### src/rtl/mips_pkg.sv
// Shared MIPS pipeline definitions.
//   - ALU operation encodings produced by the decode control unit
//   - ctrl_t: the decoded control bundle carried from ID to EX
//   - BUBBLE: the control value of an inserted no-op
//   - default datapath widths
//   - sanitise_ctrl(): clears the fields a jump decode leaves undefined
package mips_pkg;

  localparam int DATA_W_DEF = 32;
  localparam int PC_W_DEF   = 32;
  localparam int RA_W_DEF   = 5;

  localparam logic [2:0] ALU_AND = 3'b000;
  localparam logic [2:0] ALU_OR  = 3'b001;
  localparam logic [2:0] ALU_ADD = 3'b010;
  localparam logic [2:0] ALU_LUI = 3'b011;
  localparam logic [2:0] ALU_SUB = 3'b110;
  localparam logic [2:0] ALU_SLT = 3'b111;

  typedef struct packed {
    logic       reg_dst;
    logic       jump;
    logic       branch;
    logic       mem_read;
    logic       mem_to_reg;
    logic       reg_write;
    logic       alu_src;
    logic       mem_write;
    logic [2:0] alu_op;
  } ctrl_t;

  // A bubble writes no architectural state: every enable is zero.
  localparam ctrl_t BUBBLE = '0;

  // Jump decodes leave reg_dst/alu_src/alu_op undefined; force them to 0
  // so nothing unknown reaches EX.
  function automatic ctrl_t sanitise_ctrl(input ctrl_t c);
    ctrl_t r;
    r = c;
    if (c.jump) begin
      r.reg_dst = 1'b0;
      r.alu_src = 1'b0;
      r.alu_op  = ALU_AND;
    end
    return r;
  endfunction

endpackage

### src/rtl/load_use_detect.sv
// Load-use hazard detector (purely combinational).
// Ports:
//   ex_valid_i, ex_mem_read_i, ex_rt_i : instruction currently in EX
//   id_valid_i, id_rs_i, id_rt_i       : instruction currently in ID
//   id_alu_src_i, id_mem_write_i       : decide whether ID actually reads rt
//   stall_o                            : 1 when the ID instruction needs the EX load's result
module load_use_detect
  import mips_pkg::*;
#(
  parameter int RA_W = RA_W_DEF
) (
  input  logic            ex_valid_i,
  input  logic            ex_mem_read_i,
  input  logic [RA_W-1:0] ex_rt_i,
  input  logic            id_valid_i,
  input  logic [RA_W-1:0] id_rs_i,
  input  logic [RA_W-1:0] id_rt_i,
  input  logic            id_alu_src_i,
  input  logic            id_mem_write_i,
  output logic            stall_o
);

  logic rt_used;
  logic load_in_ex;

  // rt is a source unless ALUSrc selects the immediate; a store reads rt
  // as its data operand even though ALUSrc is set.
  assign rt_used    = ~id_alu_src_i | id_mem_write_i;
  // $0 is hardwired to zero, so a load targeting it creates no dependency.
  assign load_in_ex = ex_valid_i & ex_mem_read_i & (ex_rt_i != '0);

  assign stall_o = load_in_ex & id_valid_i &
                   ((ex_rt_i == id_rs_i) | ((ex_rt_i == id_rt_i) & rt_used));

endmodule

### src/rtl/id_ex_stage.sv
// ID/EX pipeline register with load-use hazard detection.
// Ports:
//   clk, rst_n            : clock, asynchronous active-low reset
//   id_*_i                : decoded instruction, operands and specifiers from ID
//   flush_i               : kill the ID instruction (branch/jump redirect)
//   hold_i                : downstream stall, freeze this register
//   ex_*_o                : registered copies for EX (ex_valid_o marks a real instruction)
//   stall_o               : load-use stall request to PC and IF/ID
// Flow control: the register advances every edge unless hold_i is set.
// When stall_o is high the ID instruction is not consumed; upstream must
// present it again next cycle while a bubble enters EX. flush_i beats
// hold_i, which beats stall_o.
module id_ex_stage
  import mips_pkg::*;
#(
  parameter int DATA_W = DATA_W_DEF,
  parameter int PC_W   = PC_W_DEF,
  parameter int RA_W   = RA_W_DEF
) (
  input  logic              clk,
  input  logic              rst_n,
  input  logic              id_valid_i,
  input  logic              id_regDst_i,
  input  logic              id_jump_i,
  input  logic              id_branch_i,
  input  logic              id_memRead_i,
  input  logic              id_memToReg_i,
  input  logic              id_regWrite_i,
  input  logic              id_ALUSrc_i,
  input  logic              id_memWrite_i,
  input  logic [2:0]        id_ALUop_i,
  input  logic [PC_W-1:0]   id_pc4_i,
  input  logic [DATA_W-1:0] id_rdata1_i,
  input  logic [DATA_W-1:0] id_rdata2_i,
  input  logic [DATA_W-1:0] id_imm_i,
  input  logic [RA_W-1:0]   id_rs_i,
  input  logic [RA_W-1:0]   id_rt_i,
  input  logic [RA_W-1:0]   id_rd_i,
  input  logic              flush_i,
  input  logic              hold_i,
  output logic              ex_valid_o,
  output logic              ex_regDst_o,
  output logic              ex_jump_o,
  output logic              ex_branch_o,
  output logic              ex_memRead_o,
  output logic              ex_memToReg_o,
  output logic              ex_regWrite_o,
  output logic              ex_ALUSrc_o,
  output logic              ex_memWrite_o,
  output logic [2:0]        ex_ALUop_o,
  output logic [PC_W-1:0]   ex_pc4_o,
  output logic [DATA_W-1:0] ex_rdata1_o,
  output logic [DATA_W-1:0] ex_rdata2_o,
  output logic [DATA_W-1:0] ex_imm_o,
  output logic [RA_W-1:0]   ex_rs_o,
  output logic [RA_W-1:0]   ex_rt_o,
  output logic [RA_W-1:0]   ex_rd_o,
  output logic              stall_o
);

  ctrl_t             id_ctrl;
  ctrl_t             ctrl_d, ctrl_q;
  logic              valid_d, valid_q;
  logic [PC_W-1:0]   pc4_d, pc4_q;
  logic [DATA_W-1:0] rdata1_d, rdata1_q;
  logic [DATA_W-1:0] rdata2_d, rdata2_q;
  logic [DATA_W-1:0] imm_d, imm_q;
  logic [RA_W-1:0]   rs_d, rs_q;
  logic [RA_W-1:0]   rt_d, rt_q;
  logic [RA_W-1:0]   rd_d, rd_q;
  logic              stall;

  assign id_ctrl = '{reg_dst:    id_regDst_i,
                     jump:       id_jump_i,
                     branch:     id_branch_i,
                     mem_read:   id_memRead_i,
                     mem_to_reg: id_memToReg_i,
                     reg_write:  id_regWrite_i,
                     alu_src:    id_ALUSrc_i,
                     mem_write:  id_memWrite_i,
                     alu_op:     id_ALUop_i};

  // Detection looks at the registered EX contents, so a held register
  // keeps driving the same stall decision.
  load_use_detect #(.RA_W(RA_W)) u_load_use_detect (
    .ex_valid_i     (valid_q),
    .ex_mem_read_i  (ctrl_q.mem_read),
    .ex_rt_i        (rt_q),
    .id_valid_i     (id_valid_i),
    .id_rs_i        (id_rs_i),
    .id_rt_i        (id_rt_i),
    .id_alu_src_i   (id_ALUSrc_i),
    .id_mem_write_i (id_memWrite_i),
    .stall_o        (stall)
  );

  always_comb begin
    // Default: keep contents (the hold case).
    valid_d  = valid_q;
    ctrl_d   = ctrl_q;
    pc4_d    = pc4_q;
    rdata1_d = rdata1_q;
    rdata2_d = rdata2_q;
    imm_d    = imm_q;
    rs_d     = rs_q;
    rt_d     = rt_q;
    rd_d     = rd_q;
    if (flush_i || (!hold_i && (stall || !id_valid_i))) begin
      valid_d  = 1'b0;
      ctrl_d   = BUBBLE;
      pc4_d    = '0;
      rdata1_d = '0;
      rdata2_d = '0;
      imm_d    = '0;
      rs_d     = '0;
      rt_d     = '0;
      rd_d     = '0;
    end else if (!hold_i) begin
      valid_d  = 1'b1;
      ctrl_d   = sanitise_ctrl(id_ctrl);
      pc4_d    = id_pc4_i;
      rdata1_d = id_rdata1_i;
      rdata2_d = id_rdata2_i;
      imm_d    = id_imm_i;
      rs_d     = id_rs_i;
      rt_d     = id_rt_i;
      rd_d     = id_rd_i;
    end
  end

  always_ff @(posedge clk or negedge rst_n) begin
    if (!rst_n) begin
      valid_q  <= 1'b0;
      ctrl_q   <= BUBBLE;
      pc4_q    <= '0;
      rdata1_q <= '0;
      rdata2_q <= '0;
      imm_q    <= '0;
      rs_q     <= '0;
      rt_q     <= '0;
      rd_q     <= '0;
    end else begin
      valid_q  <= valid_d;
      ctrl_q   <= ctrl_d;
      pc4_q    <= pc4_d;
      rdata1_q <= rdata1_d;
      rdata2_q <= rdata2_d;
      imm_q    <= imm_d;
      rs_q     <= rs_d;
      rt_q     <= rt_d;
      rd_q     <= rd_d;
    end
  end

  assign ex_valid_o    = valid_q;
  assign ex_regDst_o   = ctrl_q.reg_dst;
  assign ex_jump_o     = ctrl_q.jump;
  assign ex_branch_o   = ctrl_q.branch;
  assign ex_memRead_o  = ctrl_q.mem_read;
  assign ex_memToReg_o = ctrl_q.mem_to_reg;
  assign ex_regWrite_o = ctrl_q.reg_write;
  assign ex_ALUSrc_o   = ctrl_q.alu_src;
  assign ex_memWrite_o = ctrl_q.mem_write;
  assign ex_ALUop_o    = ctrl_q.alu_op;
  assign ex_pc4_o      = pc4_q;
  assign ex_rdata1_o   = rdata1_q;
  assign ex_rdata2_o   = rdata2_q;
  assign ex_imm_o      = imm_q;
  assign ex_rs_o       = rs_q;
  assign ex_rt_o       = rt_q;
  assign ex_rd_o       = rd_q;
  assign stall_o       = stall;

endmodule

### config.mk
export PLATFORM = sky130hd
export DESIGN_NAME = id_ex_stage
export DESIGN_NICKNAME = d
export VERILOG_FILES = /design/src/rtl/mips_pkg.sv /design/src/rtl/load_use_detect.sv /design/src/rtl/id_ex_stage.sv
export SDC_FILE = /design/constraint.sdc
export NUM_CORES = 1
export LEC_CHECK = 0
export CORE_ASPECT_RATIO = 0.8
export CORE_MARGIN = 4
export CORE_UTILIZATION = 30
export CTS_BUF_LIST = sky130_fd_sc_hd__clkbuf_8
export CTS_CLUSTER_SIZE = 30
export DETAILED_ROUTE_END_ITERATION = 10
export PLACE_DENSITY = 0.7
export SLEW_MARGIN = 20
export SYNTH_ARGS = -nofsm -noshare
export SYNTH_HDL_FRONTEND = slang
export SYNTH_SLANG_ARGS = --single-unit
### constraint.sdc
create_clock -name clk -period 2.9 [get_ports clk]
set_input_delay 0.29 -clock clk [delete_from_list [all_inputs] [get_ports clk]]
set_output_delay 0.29 -clock clk [all_outputs]
set_load 0.02 [all_outputs]
* Word-level counts from Yosys, hierarchy flattened
Index checks and enable logic that the tools add are counted. W data, S select, Z words.
Storage, ports and cells: memories kept 0, input bits 159, bits in latches 0, bits in registers 155, logic and storage cells 55, memory bits (writable) 0, ROM bits 0
Cells by class: $lt $le $gt $ge 0, shift-type cells 0, mux-type cells 21, multipliers 0, reductions and logical operators 6, add/sub/neg operators 0, bitwise operators 8, eq/ne operators 3, div/mod/pow operators 0
Operators by type and width (count):
- $mux W32 | 8
- $mux W5 | 6
- $mux W11 | 2
- $eq A5 B5 Y1 | 2
- $and A1 B1 Y1 | 5
- $reduce_bool A5 Y1 | 1
- $mux W1 | 4
- $mux W3 | 1
- $logic_not A1 Y1 | 2
- $logic_or A1 B1 Y1 | 2
- $ne A2 B1 Y1 const B | 1
- $or A1 B1 Y1 | 2
- $logic_and A1 B1 Y1 | 1
- $not A1 Y1 | 1

* Longest topological paths before layout
Gate-level depths: netlist (run 1).
word-level depth 9, depth in mapped cells 7

* Modules after synthesis
Synthesis (run 1) repeated with hierarchy kept, for this count alone.
Second synthesis, totals: cells, all modules 365, area total of the unflattened synthesis 5651.7 um^2
By module, submodules not included:
- id_ex_stage | cells an instance 347, area each 5515.3 um^2, instances 1
- load_use_detect | cells an instance 18, area each 136.4 um^2, instances 1

* Worst setup path after synthesis (run 1)
Ideal clock, no wire load.
kind register -> output, start point reg rt_q[3], in the netlist ex_rt_o[3], end point out stall_o, path buffers 2, arrival 1.663 ns, data required time 2.610 ns, path slack 0.947 ns, cell stages (with the launch flop) 6, path through dfrtp_1 > or4_1 > o2111ai_2 > buf_6 > buf_6 > nor2b_1
Between the ends: cells in the longest elaborated chain, start to end 4
RTL lines:
- start, declared | line id_ex_stage.sv:69 | logic [RA_W-1:0] rt_d, rt_q;
- start signal, assigned | line id_ex_stage.sv:150 | rt_q <= rt_d;
- $eq A5 B5 Y1 or $reduce_bool A5 Y1 (tied branches) | line load_use_detect.sv:33, load_use_detect.sv:30
- $and A1 B1 Y1 (on tied branches) | line load_use_detect.sv:33, load_use_detect.sv:30
- $or A1 B1 Y1 or $and A1 B1 Y1 (tied branches) | line load_use_detect.sv:33, load_use_detect.sv:32
- $and A1 B1 Y1 (*) | line load_use_detect.sv:32 | assign stall_o = load_in_ex & id_valid_i &
- end, declared | line id_ex_stage.sv:58 | output logic stall_o
Mark *: on every way between the ends. The rest lies on a longest branch, timed or not.

* Final worst setup path (run 1)
Same ends and word-level chain as after synthesis.

==> results of run 1 <==
-- cells in the final DEF (no fill, tap or decap), drive strengths merged, types with 2 or more instances in the layout --
master	n
xnor2	10
buf	16
clkinv	2
o21ai	156
nor2b	6
dfrtp	155
clkdlybuf4s50	313
a32oi	154
clkbuf	18
inv	11
nor2	2
nand2	156
-- layout make-up --
| class | count | share of cell area (%) |
|---|---|---|
| Tap cell | 312 | 3.554 |
| Sequential cell | 155 | 35.31 |
| Timing Repair Buffer | 330 | 30.76 |
| Clock buffer | 18 | 2.255 |
| Clock inverter | 14 | 1.355 |
| Inverter | 1 | 0.03417 |
| Multi-Input combinational cell | 491 | 26.73 |
-- registers in the layout, indices dropped and copies added, names as in the netlist --
register / count
ex_memWrite_o: 1
ex_imm_o: 32
ex_rd_o: 5
ex_ALUSrc_o: 1
ex_ALUop_o: 3
ex_regWrite_o: 1
ex_pc4_o: 32
ex_rdata2_o: 32
ex_rs_o: 5
ex_rt_o: 5
ex_regDst_o: 1
ex_rdata1_o: 32
ex_branch_o: 1
ex_memRead_o: 1
ex_jump_o: 1
ex_memToReg_o: 1
ex_valid_o: 1
-- synthesized netlist by cell type --
| cell type | count | area share [%] |
|---|---|---|
| and2_0 | 1 | 0.086 |
| o2111ai_2 | 1 | 0.21 |
| or4_1 | 1 | 0.10 |
| nor2_1 | 2 | 0.10 |
| o21ai_1 | 24 | 1.7 |
| buf_1 | 5 | 0.26 |
| xnor2_1 | 10 | 1.2 |
| o21ai_0 | 132 | 9.1 |
| nand4_1 | 1 | 0.086 |
| a32oi_1 | 154 | 19 |
| o22ai_1 | 1 | 0.086 |
| buf_2 | 12 | 0.83 |
| a22oi_1 | 1 | 0.10 |
| buf_6 | 16 | 2.5 |
| nor2b_1 | 6 | 0.52 |
| clkbuf_1 | 52 | 2.7 |
| nand3_1 | 1 | 0.069 |
| nand2_1 | 156 | 8.1 |
| dfrtp_1 | 155 | 54 |
| inv_1 | 1 | 0.052 |
-- worst max path at each step --
stage,start,slack [ns],cells after the start,end
after floorplan,ex_rt_o[3],0.95,5,stall_o
after global placement,id_rt_i[4],0.36,6,stall_o
after detailed placement,id_rt_i[4],0.37,6,stall_o
after CTS,ex_rt_o[3],0.08,4,stall_o
after global routing,ex_rt_o[3],0.03,4,stall_o
final,ex_rt_o[3],0.17,4,stall_o
-- stage by stage --
stage | area [µm²] | power (mW) | utilization, %
2_1_floorplan | 7238 | 2.911 | -
3_3_place_gp | 10580 | 3.633 | 44.85
3_5_place_dp | 10580 | 3.647 | 44.85
4_1_cts | 10990 | 5.368 | 46.58
5_1_grt | 10990 | 5.554 | 46.58
6_report | 10990 | 5.274 | 46.58
-- cell families (layout without fill, tap and decap cells) --
| kind of cell | Yosys count | in the layout | synth area share [%] |
|---|---|---|---|
| AOI/OAI and AO/OA | 313 | 313 | 29.82 |
| xor gates and xnor gates | 10 | 10 | 1.210 |
| buffers and inverters | 86 | 363 | 6.327 |
| DFF | 155 | 155 | 53.59 |
| and+or+nand+nor | 168 | 168 | 9.058 |
-- where the power goes --
part / total (mW) / leakage, nW / switching, mW / internal [mW]
combinational: 1.19 / 1.85 / 0.608 / 0.580
sequential: 2.41 / 2.07 / 0.0981 / 2.31
clock: 1.68 / 0.203 / 0.932 / 0.743
-- per-layer routing --
layer  vias to the layer above  routed length [µm]  track usage [%]
met5                         -                   0                0
met4                         0                 444            4.276
met3                        25                2051            5.594
met2                       263               11850            28.68
met1                      3442               10810            24.40
li1                       3307                   -                -
-- worst max-delay path, stage by stage (launching register included) --
cell             delay [ns]
dfrtp_1                0.45
or4_1                  0.64
o2111ai_4              0.27
nor2b_1                0.07
clkdlybuf4s50_1        0.57
==> flow_metrics.py, run 1 <==
metrics = {
    "status": {
        "outcome": "complete, no violations",
    },
    "route": {
        "wl_per_cell_um": 19.05,
        "avgViaCountPerCell": 5.327,
        "vias": 7037,
        "drtIter0Drc": 515,
        "dr.pass1.iters": 4,
        "drtAntennaViolNets": 0,
        "remaining_drc_errors": 0,
        "drt_wl_total_um": 25170,
    },
    "grt": {
        "overflow": 0,
        "antenna_found_initial": 0,
        "grtUsageTotal_pct": 18.09,
        "grt_pass1_wl_um": 39730,
        "grt_start_max_net_pins": 156,
        "grt_pass1_vias": 6920,
    },
    "finish": {
        "num-nets-final": 1155,
        "final_cells": 1321,
        "regArea_um2": 3879,
        "layout-drive-gt1-share_pct": 5.154,
        "antenna_cells": 0,
        "area_delta_synth_final_pct": 51.77,
        "multi_input_area_um2": 2937,
        "final.fill_count": 2181,
    },
    "clock_network": {
        "h-tree-depth": 4,
        "cts_buffers": 17,
        "cts.clk_slew.worst_paths_ns": 0.10,
        "cts_resized": 0,
        "hold_buffers": 1,
        "post-cts-setup-buffers": 0,
        "clock_path_buffers": 2,
        "cts_root_buf": "clkbuf_8",
        "cts_tree": "built",
        "insertion_delay_ns": 0.45,
        "cts_sinks": 155,
    },
    "timing": {
        "rsz0062_at_grt": "no",
        "period_needed_ns": 2.734,
        "slew_viol_final": 0,
        "clock_skew_ns": 0.01815,
        "fin_crit_sh_pct": 94.26,
        "tns_ns": 0,
        "worstMarginPinSlew_ns": 0.6937,
        "holdWs_ns": 0.3707,
        "max_slew_margin_pct": 53.66,
        "fmax_ghz": 0.3658,
        "setup_slack_ns": 0.1664,
        "hold_violations": 0,
        "setup_viol": 0,
    },
    "critical_path": {
        "cp_max_fo": 5,
        "reg2reg_to": "ex_rt_o[2]",
        "cp_data_arrival_time_ns": 2.44,
        "critical_path.endpoint_type": "primary output",
        "critical_path_class": "register to primary output",
        "r2r-start": "ex_rt_o[3]",
        "reg2reg_slack_ns": 0.57,
        "reg2reg_depth": 5,
        "cp-start-kind": "register",
        "cp.required_ns": 2.61,
    },
    "power": {
        "ir_worst_vdd_mv": 0.2805,
        "p_leak_nw": 4.124,
        "power_density_nw_per_um2": 480.0,
    },
    "synthesis": {
        "synth_area_per_cell_um2": 9.888,
        "synth_seq_area_share_pct": 53.59,
        "ys.warnings.count": 0,
        "ys_types": 20,
        "synthCells": 732,
        "synthesis.nets": 891,
        "synth_seq_cells": 155,
        "synth_area_um2": 7238,
    },
    "floorplanning": {
        "die_x_um": 181.7,
        "dieArea_um2": 26690,
        "io_pins": 315,
        "start_util_pct": 30.69,
        "num_rows": 50,
        "chipHeight_um": 146.9,
        "core_region_area_um2": 23590,
    },
    "place": {
        "gp_congestion": 0.8110,
        "dpl.hpwl_um": 16400,
        "dp_slack_ns": 0.3725,
        "io_buffers": 314,
        "dp_cells": 1288,
    },
    "job": {
        "cap_viol_max_count": 0,
    },
    "worst_hold_path": {
        "hold_path_class": "primary input to asynchronous set/reset pin",
    },
}
(Power assumes the default switching activity.)
==> inputs of run 2 (changes only) <==
--- a/config.mk
+++ b/config.mk
@@ -7,11 +7,11 @@
 export LEC_CHECK = 0
 export CORE_ASPECT_RATIO = 0.8
 export CORE_MARGIN = 4
-export CORE_UTILIZATION = 30
+export CORE_UTILIZATION = 47
 export CTS_BUF_LIST = sky130_fd_sc_hd__clkbuf_8
 export CTS_CLUSTER_SIZE = 30
 export DETAILED_ROUTE_END_ITERATION = 10
-export PLACE_DENSITY = 0.7
+export PLACE_DENSITY = 0.95
 export SLEW_MARGIN = 20
 export SYNTH_ARGS = -nofsm -noshare
 export SYNTH_HDL_FRONTEND = slang
==> run 2 against run 1 <==
  * Sequential share of layout area rose by 0.49 points
  * Register-to-register slack got worse by 0.09 ns
  * Die area fell by 35%
  * Flip-flop and latch count did not move
  * Largest cell class unchanged
==> flow_metrics.py, run 2 (synthesis results as in run 1) <==
metrics = {
    "status": {
        "outcome": "complete, no violations",
    },
    "route": {
        "avgViaCountPerCell": 5.941,
        "remaining_drc_errors": 0,
        "drtAntennaViolNets": 0,
        "dr.pass1.iters": 5,
        "wl_per_cell_um": 19.90,
        "drt_wl_total_um": 24140,
        "drtIter0Drc": 615,
        "vias": 7207,
    },
    "finish": {
        "layout-drive-gt1-share_pct": 4.487,
        "num-nets-final": 1150,
        "final_cell_mix": "clkdlybuf4s50_1, nand2_1, dfrtp_1",
        "final_cells": 1213,
        "final_common_cell": "clkdlybuf4s50_1",
        "final.fill_count": 1033,
        "multi_input_area_um2": 2937,
        "fin_util_pct": 71.93,
        "regArea_um2": 3879,
        "area_delta_synth_final_pct": 49.70,
        "antenna_cells": 0,
    },
    "grt": {
        "grt_pass1_vias": 7331,
        "gr-usage-met3_pct": 9.015,
        "met2_usage_pct": 42.42,
        "antenna_found_initial": 0,
        "met1_usage_pct": 33.66,
        "grtUsageTotal_pct": 27.17,
        "grt_pass1_wl_um": 38590,
        "grt_start_max_net_pins": 156,
        "busiest_layer": "met2",
        "overflow": 0,
    },
    "timing": {
        "fmax_ghz": 0.3701,
        "max_slew_margin_pct": 49.45,
        "worstMarginPinSlew_ns": 0.7583,
        "clock_skew_ns": 0.01895,
        "tns_ns": 0,
        "period_needed_ns": 2.702,
        "hold_violations": 0,
        "rsz0062_at_grt": "no",
        "fin_crit_sh_pct": 93.18,
        "slew_viol_final": 0,
        "setup_viol": 0,
    },
    "floorplanning": {
        "die_x_um": 146.7,
        "chipHeight_um": 119.0,
        "start_util_pct": 48.05,
        "num_rows": 40,
        "core_region_area_um2": 15060,
        "io_pins": 315,
        "dieArea_um2": 17460,
    },
    "critical_path": {
        "r2r-start": "ex_rt_o[3]",
        "cp.required_ns": 2.61,
        "cp-start-kind": "register",
        "reg2reg_to": "ex_rdata1_o[9]",
        "path_cells": "or4_1 > o2111ai_4 > nor2b_1 > clkdlybuf4s50_1",
        "reg2reg_depth": 5,
        "critical_path_class": "register to primary output",
        "slowest_delay_ns": 0.61,
        "cp_data_arrival_time_ns": 2.41,
        "reg2reg_slack_ns": 0.48,
        "cpMaxStageDelayCell": "or4_1",
        "critical_path.endpoint_type": "primary output",
        "cp_max_fo": 5,
    },
    "clock_network": {
        "post-cts-setup-buffers": 0,
        "cts_sinks": 155,
        "clock_path_buffers": 2,
        "cts_root_buf": "clkbuf_8",
        "hold_buffers": 1,
        "cts_tree": "built",
        "cts.clk_slew.worst_paths_ns": 0.09,
        "cts_buffers": 17,
        "insertion_delay_ns": 0.46,
        "h-tree-depth": 4,
        "cts_resized": 0,
    },
    "power": {
        "p_sw_mw": 1.546,
        "p_int_mw": 3.852,
        "power_density_nw_per_um2": 498.1,
        "finalPower_mw": 5.397,
        "p_clk_share_pct": 33.5,
        "p_leak_nw": 4.109,
        "ir_worst_vdd_mv": 0.3090,
        "comb_power_share_pct": 21.8,
        "p_sw_share_pct": 28.64,
        "p_seq_share_pct": 44.7,
    },
    "worst_hold_path": {
        "hold_path_class": "primary input to asynchronous set/reset pin",
    },
    "place": {
        "dpl.hpwl_um": 15910,
        "gp_congestion": 0.8338,
        "io_buffers": 314,
        "dp_cells": 1181,
    },
    "job": {
        "cap_viol_max_count": 0,
    },
}
[run 2: cell types whose count changed in the layout (fill, tap and decap cells not counted), sizes merged]
cell,previous run,this run
buf,16,11
bufinv,1,4
inv,11,7
[run 2: final cells by class]
class | count | share of cell area [%]
multi-input combinational | 491 | 27.10
inverter | 1 | 0.03464
sequential | 155 | 35.80
tap | 210 | 2.425
clock inverter | 13 | 1.744
clock buffer | 18 | 2.286
timing repair buffer | 325 | 30.61
[run 2: worst max path at each step]
stage,from,endpoint,slack (ns),depth (start not counted)
CTS,ex_rt_o[3],stall_o,0.13,4
detailed placement,id_rt_i[3],stall_o,0.39,6
floorplan,ex_rt_o[3],stall_o,0.95,5
global route,ex_rt_o[3],stall_o,0.09,4
finish,ex_rt_o[3],stall_o,0.20,4
global placement,id_rt_i[0],stall_o,0.41,6
[run 2: power by group through the flow]
stage / registers (mW) / clock network [mW] / logic (mW)
floorplan: 2.63 / 0 / 0.280
global placement: 2.44 / 0 / 1.16
detailed placement: 2.45 / 0 / 1.18
CTS: 2.41 / 1.84 / 1.18
global route: 2.43 / 1.92 / 1.26
finish: 2.41 / 1.81 / 1.18
[run 2: per-layer routing]
| metal | vias to the layer above | wire length (µm) |
|---|---|---|
| met5 | - | 0 |
| met4 | 0 | 1271 |
| met3 | 80 | 2317 |
| met2 | 362 | 11320 |
| met1 | 3470 | 9228 |
| li1 | 3295 | - |
[run 2: critical path, delay by kind of cell (launching register included)]
family	cells	cell delay, ns
DFF	1	0.46
buffers and inverters	1	0.58
and+or+nand+nor	2	0.68
AOI/OAI and AO/OA	1	0.24
[run 2: per-stage QoR]
step	cell area (µm²)	setup slack [ns]	hold slack (ns)
2_1_floorplan	7238	0.9475	-0.005591
3_3_place_gp	10390	0.4073	0.2662
3_5_place_dp	10390	0.3860	0.2662
4_1_cts	10840	0.1299	0.3167
5_1_grt	10840	0.09326	0.3532
6_report	10840	0.1977	0.3342
